$ cat src/rtl/core_mdu_pkg.sv
// core_mdu_pkg: shared state/op encodings and op-class helpers for the M-extension sequencer
package core_mdu_pkg;
    typedef enum logic [2:0] {IDLE, MUL, DIV, FIXUP, DONE} mdu_state_e;
    typedef enum logic [2:0] {
        OP_MUL, OP_MULH, OP_MULHSU, OP_MULHU, OP_DIV, OP_DIVU, OP_REM, OP_REMU
    } mdu_op_e;
    function automatic logic is_div(input mdu_op_e op);
        return op inside {OP_DIV, OP_DIVU, OP_REM, OP_REMU};
    endfunction
    function automatic logic is_rem(input mdu_op_e op);
        return op inside {OP_REM, OP_REMU};
    endfunction
endpackage

$ cat src/rtl/core_mdu_div_step.sv
// core_mdu_div_step: one combinational restoring-divide iteration
module core_mdu_div_step #(
    parameter int XLEN = 32
) (
    input  logic [XLEN:0]   rem,
    input  logic [XLEN-1:0] quo,
    input  logic [XLEN-1:0] divisor,
    output logic [XLEN:0]   rem_nxt,
    output logic [XLEN-1:0] quo_nxt
);
    logic [XLEN+1:0] shifted;
    logic            ge;
    assign shifted = {rem, quo[XLEN-1]};
    assign ge      = shifted >= {2'b0, divisor};
    assign rem_nxt = (XLEN+1)'(ge ? shifted - {2'b0, divisor} : shifted);
    assign quo_nxt = {quo[XLEN-2:0], ge};
endmodule

$ cat src/rtl/core_mdu_sequencer.sv
// core_mdu_sequencer: multi-cycle RV32M mul/div controller with busy stall and done pulse.
// Define CORE_MDU_FAST_MUL_EN for a single-cycle combinational multiply path.
module core_mdu_sequencer
    import core_mdu_pkg::*;
#(
    parameter int XLEN = 32
) (
    input  logic            i_clk,
    input  logic            i_rst,
    input  logic            i_mdu_valid,
    input  logic [2:0]      i_mdu_funct3,
    input  logic [XLEN-1:0] i_mdu_rs1,
    input  logic [XLEN-1:0] i_mdu_rs2,
    input  logic            i_mdu_flush,
    output logic            o_mdu_ready,
    output logic            o_mdu_busy,
    output logic            o_mdu_done,
    output logic [XLEN-1:0] o_mdu_result
);
    localparam int CW = $clog2(XLEN);
    mdu_state_e        state, state_nxt;
    mdu_op_e           op, req_op;
    logic [CW-1:0]     cnt;
    logic [2*XLEN-1:0] acc, prod_s;
    logic [XLEN:0]     rem, rem_nxt;
    logic [XLEN-1:0]   opb, quo_nxt, a_in, b_in, special_res, fix_res, quo_s, rem_s;
    logic              neg_q, neg_r, a_sgn, b_sgn, accept, div_zero, div_ovf, special;

    assign req_op      = mdu_op_e'(i_mdu_funct3);
    assign a_sgn       = i_mdu_rs1[XLEN-1] & (req_op inside {OP_MULH, OP_MULHSU, OP_DIV, OP_REM});
    assign b_sgn       = i_mdu_rs2[XLEN-1] & (req_op inside {OP_MULH, OP_DIV, OP_REM});
    assign a_in        = a_sgn ? -i_mdu_rs1 : i_mdu_rs1;
    assign b_in        = b_sgn ? -i_mdu_rs2 : i_mdu_rs2;
    assign accept      = i_mdu_valid & (state == IDLE) & ~i_mdu_flush;
    assign div_zero    = is_div(req_op) & (i_mdu_rs2 == '0);
    assign div_ovf     = (req_op inside {OP_DIV, OP_REM}) & (i_mdu_rs1 == {1'b1, {(XLEN-1){1'b0}}}) & (&i_mdu_rs2);
    assign special     = div_zero | div_ovf;
    assign special_res = div_zero ? (is_rem(req_op) ? i_mdu_rs1 : '1) : (is_rem(req_op) ? '0 : i_mdu_rs1);

`ifdef CORE_MDU_FAST_MUL_EN
    localparam mdu_state_e MUL_ENTRY = DONE;
    logic [2*XLEN-1:0] fast_abs, fast_prod;
    logic [XLEN-1:0]   fast_res;
    assign fast_abs  = (2*XLEN)'(a_in) * (2*XLEN)'(b_in);
    assign fast_prod = (a_sgn ^ b_sgn) ? -fast_abs : fast_abs;
    assign fast_res  = (req_op == OP_MUL) ? fast_prod[XLEN-1:0] : fast_prod[2*XLEN-1:XLEN];
`else
    localparam mdu_state_e MUL_ENTRY = MUL;
    logic [XLEN:0] mul_sum;
    assign mul_sum = {1'b0, acc[2*XLEN-1:XLEN]} + (acc[0] ? {1'b0, opb} : '0);
`endif

    core_mdu_div_step #(.XLEN(XLEN)) u_div_step (
        .rem     (rem),
        .quo     (acc[XLEN-1:0]),
        .divisor (opb),
        .rem_nxt (rem_nxt),
        .quo_nxt (quo_nxt)
    );

    // Magnitudes are computed unsigned; sign is restored once in FIXUP.
    assign prod_s  = neg_q ? -acc : acc;
    assign quo_s   = neg_q ? -acc[XLEN-1:0] : acc[XLEN-1:0];
    assign rem_s   = neg_r ? -rem[XLEN-1:0] : rem[XLEN-1:0];
    assign fix_res = is_div(op) ? (is_rem(op) ? rem_s : quo_s)
                   : (op == OP_MUL ? prod_s[XLEN-1:0] : prod_s[2*XLEN-1:XLEN]);

    always_ff @(posedge i_clk) state <= i_rst ? IDLE : state_nxt;

    always_comb begin
        state_nxt = state;
        unique case (state)
            IDLE:  if (accept) state_nxt = special ? DONE : is_div(req_op) ? DIV : MUL_ENTRY;
`ifndef CORE_MDU_FAST_MUL_EN
            MUL:   if (cnt == '0) state_nxt = FIXUP;
`endif
            DIV:   if (cnt == '0) state_nxt = FIXUP;
            FIXUP: state_nxt = DONE;
            DONE:  state_nxt = IDLE;
            default: state_nxt = IDLE;
        endcase
        if (i_mdu_flush) state_nxt = IDLE;
    end

    always_ff @(posedge i_clk) begin
        if (i_rst) begin
            op           <= OP_MUL;
            cnt          <= '0;
            acc          <= '0;
            rem          <= '0;
            opb          <= '0;
            neg_q        <= 1'b0;
            neg_r        <= 1'b0;
            o_mdu_result <= '0;
        end else begin
            if (accept) begin
                op    <= req_op;
                cnt   <= CW'(XLEN-1);
                rem   <= '0;
                opb   <= is_div(req_op) ? b_in : a_in;
                acc   <= {{XLEN{1'b0}}, is_div(req_op) ? a_in : b_in};
                neg_q <= a_sgn ^ b_sgn;
                neg_r <= a_sgn;
                if (special) o_mdu_result <= special_res;
`ifdef CORE_MDU_FAST_MUL_EN
                else if (!is_div(req_op)) o_mdu_result <= fast_res;
`endif
            end
`ifndef CORE_MDU_FAST_MUL_EN
            if (state == MUL) begin
                acc <= {mul_sum, acc[XLEN-1:1]};
                cnt <= cnt - 1'b1;
            end
`endif
            if (state == DIV) begin
                rem           <= rem_nxt;
                acc[XLEN-1:0] <= quo_nxt;
                cnt           <= cnt - 1'b1;
            end
            if (state == FIXUP && !i_mdu_flush) o_mdu_result <= fix_res;
        end
    end

    assign o_mdu_ready = state == IDLE;
    assign o_mdu_busy  = state != IDLE;
    assign o_mdu_done  = state == DONE;
endmodule

$ cat config.mk
export PLATFORM = sky130hd
export DESIGN_NAME = core_mdu_sequencer
export DESIGN_NICKNAME = d
export VERILOG_FILES = /design/src/rtl/core_mdu_pkg.sv /design/src/rtl/core_mdu_div_step.sv /design/src/rtl/core_mdu_sequencer.sv
export SDC_FILE = /design/constraint.sdc
export NUM_CORES = 1
export LEC_CHECK = 0
export BUFFER_PORTS_ARGS = -buffer_cell sky130_fd_sc_hd__buf_2
export CORE_MARGIN = 2
export CORE_UTILIZATION = 38
export DETAILED_ROUTE_END_ITERATION = 12
export PLACE_DENSITY_LB_ADDON = 0.3
export SYNTH_ARGS = -nofsm -noshare
export SYNTH_HDL_FRONTEND = slang
export SYNTH_SLANG_ARGS = --single-unit
$ cat constraint.sdc
create_clock -name i_clk -period 4.3 [get_ports i_clk]
set_input_delay 0.645 -clock i_clk [delete_from_list [all_inputs] [get_ports i_clk]]
set_output_delay 0.645 -clock i_clk [all_outputs]
set_load 0.005 [all_outputs]
Word level (Yosys, flattened, before mapping) --
Index checks and enable logic that the tools add are counted. W data, S select, Z words.
Cells by class: add/sub/neg operators 8, magnitude comparators 1, equality and inequality tests 17, muxes and demuxes 31, bitwise gates (word level) 10, reductions and logical operators 24
Operators by type and width (count):
- $mux W32 | 17
- $mux W64 | 3
- $neg A32 Y32 | 4
- $mux W33 | 3
- $neg A64 Y64 | 1
- $ge A34 B32 Y1 | 1
- $add A32 B32 Y33 | 1
- $sub A33 B32 Y33 | 1
- $eq A32 B32 Y1 const B | 1
- $logic_not A32 Y1 | 1
- $reduce_and A32 Y1 | 1
- $eq A3 B3 Y1 const B | 9
- $mux W5 | 3
- $reduce_bool A2 Y1 | 7
- $reduce_bool A4 Y1 | 3
- $eq A3 B2 Y1 const B | 3
- $mux W3 | 3
- $pmux W3 S3 | 1
- $reduce_bool A3 Y1 | 3
- $and A1 B1 Y1 | 7
- $eq A3 B1 Y1 const B | 2
- $logic_not A3 Y1 | 2
- $logic_not A5 Y1 | 1
- $sub A5 B1 Y5 const B | 1
- other kinds (9) | 12
Storage, ports and cells: register bits 174, bits of input ports 71, output and inout port bits 35, word-level logic and storage cells 101

Longest topological paths before layout --
word-level depth 8, depth in mapped cells 16, mapped depth without buffers 14

Modules after synthesis --
A second synthesis with hierarchy kept.
Second synthesis, totals: cells, all modules 2280, area total of the unflattened synthesis 16266.9 um^2
By module, submodules not included:
- core_mdu_sequencer | instances 1, cells an instance 1902, area each 13835.8 um^2, seq. area each 3483.3 um^2
- core_mdu_div_step | instances 1, cells an instance 378, area each 2431.1 um^2, seq. area each 0.0 um^2

Worst setup path after synthesis --
OpenSTA, ideal clock, no wires.
path kind register to register, from register acc[31], to register rem[11], library setup time 0.128 ns, data arrival time 3.460 ns, data required time 4.172 ns, path slack 0.712 ns, stages on the path, launching flop included 16, path buffers 2, clock period less this slack 3.588 ns, cells stage by stage dfxtp_1 > inv_1 > ha_1 > inv_1 > fa_1 > a21o_1 > a21oi_1 > nor2b_1 > o311ai_0 > nand2_1 > or4_1 > a41o_1 > clkbuf_1 > clkbuf_1 > mux2i_1 > o21ai_0
Between the ends: longest elaborated chain between the ends 3, elaborated cells on any way between the ends 4, those cells by class add/sub: 1; order compare: 1; mux: 2
Ends and longest elaborated chain:
- from (decl) | RTL line core_mdu_sequencer.sv:24 | logic [2*XLEN-1:0] acc, prod_s;
- from (signal assigned) | RTL line core_mdu_sequencer.sv:101 | acc <= {{XLEN{1'b0}}, is_div(req_op) ? a_in : b_in};
- from (signal assigned) | RTL line core_mdu_sequencer.sv:111 | acc <= {mul_sum, acc[XLEN-1:1]};
- from (signal, indexed assignment) | RTL line core_mdu_sequencer.sv:117 | acc[XLEN-1:0] <= quo_nxt;
- $sub A33 B32 Y33 / $ge A34 B32 Y1 (equally long branches) | RTL line core_mdu_div_step.sv:15, core_mdu_div_step.sv:14
- $mux W33 * | RTL line core_mdu_div_step.sv:15 | assign rem_nxt = (XLEN+1)'(ge ? shifted - {2'b0, divisor} : shifted);
- $mux W33 * | RTL line core_mdu_sequencer.sv:115 | if (state == DIV) begin
- to (signal assigned) | RTL line core_mdu_sequencer.sv:116 | rem <= rem_nxt;
- to (decl) | RTL line core_mdu_sequencer.sv:25 | logic [XLEN:0] rem, rem_nxt;
Every way passes the cells marked *; elsewhere a longest branch is shown, timed or not. A chain may end at the register's enable or synchronous reset.

Worst setup path after layout --
from register opb[0], to register rem[6]
Between the ends: longest elaborated chain between the ends 3, elaborated cells on any way between the ends 4, those cells by class add/sub: 1; order compare: 1; mux: 2
Ends and longest elaborated chain:
- from (decl) | RTL line core_mdu_sequencer.sv:26 | logic [XLEN-1:0] opb, quo_nxt, a_in, b_in, special_res, fix_res, quo_s, rem_s;
- from (signal assigned) | RTL line core_mdu_sequencer.sv:100 | opb <= is_div(req_op) ? b_in : a_in;
- $sub A33 B32 Y33 / $ge A34 B32 Y1 (equally long branches) | RTL line core_mdu_div_step.sv:15, core_mdu_div_step.sv:14
- $mux W33 * | RTL line core_mdu_div_step.sv:15
- $mux W33 * | RTL line core_mdu_sequencer.sv:115
Marked as above.

==> impl_metrics.toml <==
[logic_synthesis]
syn_nets = 2262
synth_area_leader_cell = "dfxtp_1"
synthTopCellsByArea = "dfxtp_1 (23%), a21oi_1 (6.5%), o21ai_0 (6.4%)"
yosys_register_bits = 174
synthArstFlopShare = 0
syn_area_per_cell_um2 = 7.13
synth_edf_count = 0
yosysMostFrequentCell = "nor2_1"
synth_top_area_share = 0.231
ys_seq_area_frac = 0.231
yosysWarnings = 0
synth.distinct_cells = 68
synth_flop_cell = "dfxtp_1"
syn-cell-area_um2 = 15100
synth_common_cells = "nor2_1 (230), nand2_1 (213), a21oi_1 (196), o21ai_0 (193), dfxtp_1 (174)"
synthCells = 2118

[setup_path]
rr_startpoint = "opb[0]"
crit_slowest_cell = "a41o_2"
max_stage_delay_ns = 0.63
worstPathMaxFanout = 41
critPathTopFamily = "compound AO/OA/AOI/OAI gates"
path_class = "reg2reg"
start_kind = "flop"
r2r_cells = 14
r2r_end = "rem[6]"
cp_common_cell = "buf_4"
path_buf_inv = 3
cp.arrival_ns = 4.32
path_cells = "ha_1 > inv_1 > fa_1 > a21o_1 > a21oi_1 > nor2b_1 > o311ai_0 > buf_4 > nand2_1 > or4_1 > a41o_2 > buf_4 > mux2i_1 > o21ai_0"
end_kind = "flop"
required_ns = 4.59
ff2ff_setup_slack_ns = 0.27

[cts]
holdBufCountCts = 0
cts_tree = "built"
cts_max_level = 4
clockBufferDepth = 2
root_buffer = "clkbuf_16"
ctsResizeCount = 0
numCtsBuffers = 17
clock-sinks = 174
postCtsSetupRepairBufs = 0
clk_latency_ns = 0.45
path_clk_slew_ns = 0.07

[routing]
antenna_left = 0
via_per_inst = 6.13
wl_met3_um = 4860
vias = 16600
first_pass_iters = 6
route.detailed.wl_per_inst_um = 21.8
first_iter_violations = 1870
dr_wl_met2_um = 25600
highest_layer = "met5"
drt-met1-wl_um = 25800
drt_wl_total_um = 59000
post-route-drc-count = 0

[timing]
rsz0062_at_grt = "false"
finalSetupViolCount = 0
slew_viol_final = 0
fin_crit_sh = 0.938
relSlewSlack = 0.299
finalSetupTns_ns = 0
clock_skew_ns = 0.0152
period_minus_slack_ns = 4.03
worstMarginPinSlew_ns = 1.05
whs_ns = 0.456
fmax_mhz = 248
hold_viol_final = 0

[grt]
grt_pass1_vias = 15000
antenna_found_initial = 1
overflow = 0
grt_pass1_wl_um = 89200
grt.total_usage = 0.279
grt_max_degree = 76

[finish]
area_growth_pct = 11.5
final_cells = 2700
drive_gt1_frac = 0.107
fin_nets = 2306
diodes = 0
fillers = 4086

[power_and_ir_drop]
p_per_area_nw_per_um2 = 297
leakagePower_nw = 6.68
ir_worst_vdd_mv = 0.228

[place]
port_buffers = 105
placed_cells = 2668
post-dp-hpwl_um = 45800
gp_congestion = 1.06

[floorplanning]
ios = 106
dieArea_um2 = 41400
die_x_um = 203
die_h_um = 203
initial_core_util = 0.383
core_um2 = 39500
num_rows = 73

[job]
maxCapViolations = 0

[worst_hold_path]
hold_class = "reg2reg"
min_delay_worst_endpoint = "opb[27]"
worstHoldPathCells = 2
hp-start = "opb[27]"

[outcome]
status = "completed"
## through the flow
step                worst slack [ns]  cell area, um^2  utilization  power [mW]
global placement               0.301            16200        0.412        3.34
CTS                            0.303            16800        0.427        4.97
detailed placement             0.321            16200        0.412        3.35
finish                         0.267            16800        0.427        5.00
floorplan                      0.712            15100            -        2.86
global route                0.000645            16800        0.427        5.21
## flip-flops by register name, indices dropped and copies added, names as in the netlist
register / cells
state: 3
cnt: 5
rem: 33
o_mdu_result: 32
opb: 32
neg_q: 1
neg_r: 1
acc: 64
op: 3
## cells in the final DEF, fill, tap and decap left out, types with 38 or more instances in the layout
cell type	n
xnor2_1	94
xor2_1	101
o21ai_0	193
ha_1	71
nand3_1	40
buf_2	104
nor2_1	228
inv_1	77
nor3_1	59
a21o_1	39
nand2_1	212
o31ai_1	40
a21oi_1	196
dfxtp_1	173
a211oi_1	38
buf_4	55
## how the worst max path moves through the flow
stage / depth (start not counted) / endpoint / slack (ns) / start
6_report: 14 / rem[6] / 0.27 / opb[0]
5_1_grt: 14 / rem[6] / 0.0006 / opb[0]
4_1_cts: 15 / rem[6] / 0.30 / acc[31]
3_5_place_dp: 15 / rem[6] / 0.32 / acc[31]
3_3_place_gp: 10 / o_mdu_result[15] / 0.30 / i_mdu_rs2[2]
2_1_floorplan: 15 / rem[11] / 0.71 / acc[31]
## cell type report
type                            instances  area [um^2]  share of cell area
Inverter                               78          293              0.0174
Clock inverter                         13          154             0.00914
Timing Repair Buffer                  161          973              0.0578
Sequential cell                       174         3480               0.207
Clock buffer                           19          443              0.0263
Tap cell                              525          657              0.0390
Multi-Input combinational cell       1730        10800               0.643
## report_power, final
part | internal (mW) | switching [mW]
combinational | 0.570 | 1.00
clock | 0.888 | 0.751
sequential | 1.68 | 0.112
## per-layer routing
metal	GRT usage	vias to the layer above
met5	0	-
met4	0.126	2
met3	0.0399	108
met2	0.426	781
met1	0.388	7854
li1	-	7813
## worst register-to-register path: cells and delay by family (launching register included)
kind | cells | cell delay [ns]
simple gates | 3 | 0.76
compound gates | 5 | 1.43
flops | 1 | 0.36
buf+inv | 3 | 0.59
mux | 1 | 0.14
fa+ha+maj | 2 | 0.62
## cells by family after synthesis
logic type | Yosys count | synth area share
adder cells (fa/ha/maj) | 73 | 0.0615
AND/OR/NAND/NOR | 709 | 0.220
flip-flops | 174 | 0.231
buffers and inverters | 214 | 0.0538
XOR/XNOR | 195 | 0.113
multiplexers | 25 | 0.0167
AO/OA/AOI/OAI | 728 | 0.304
Power figures use the tool's default switching activity.
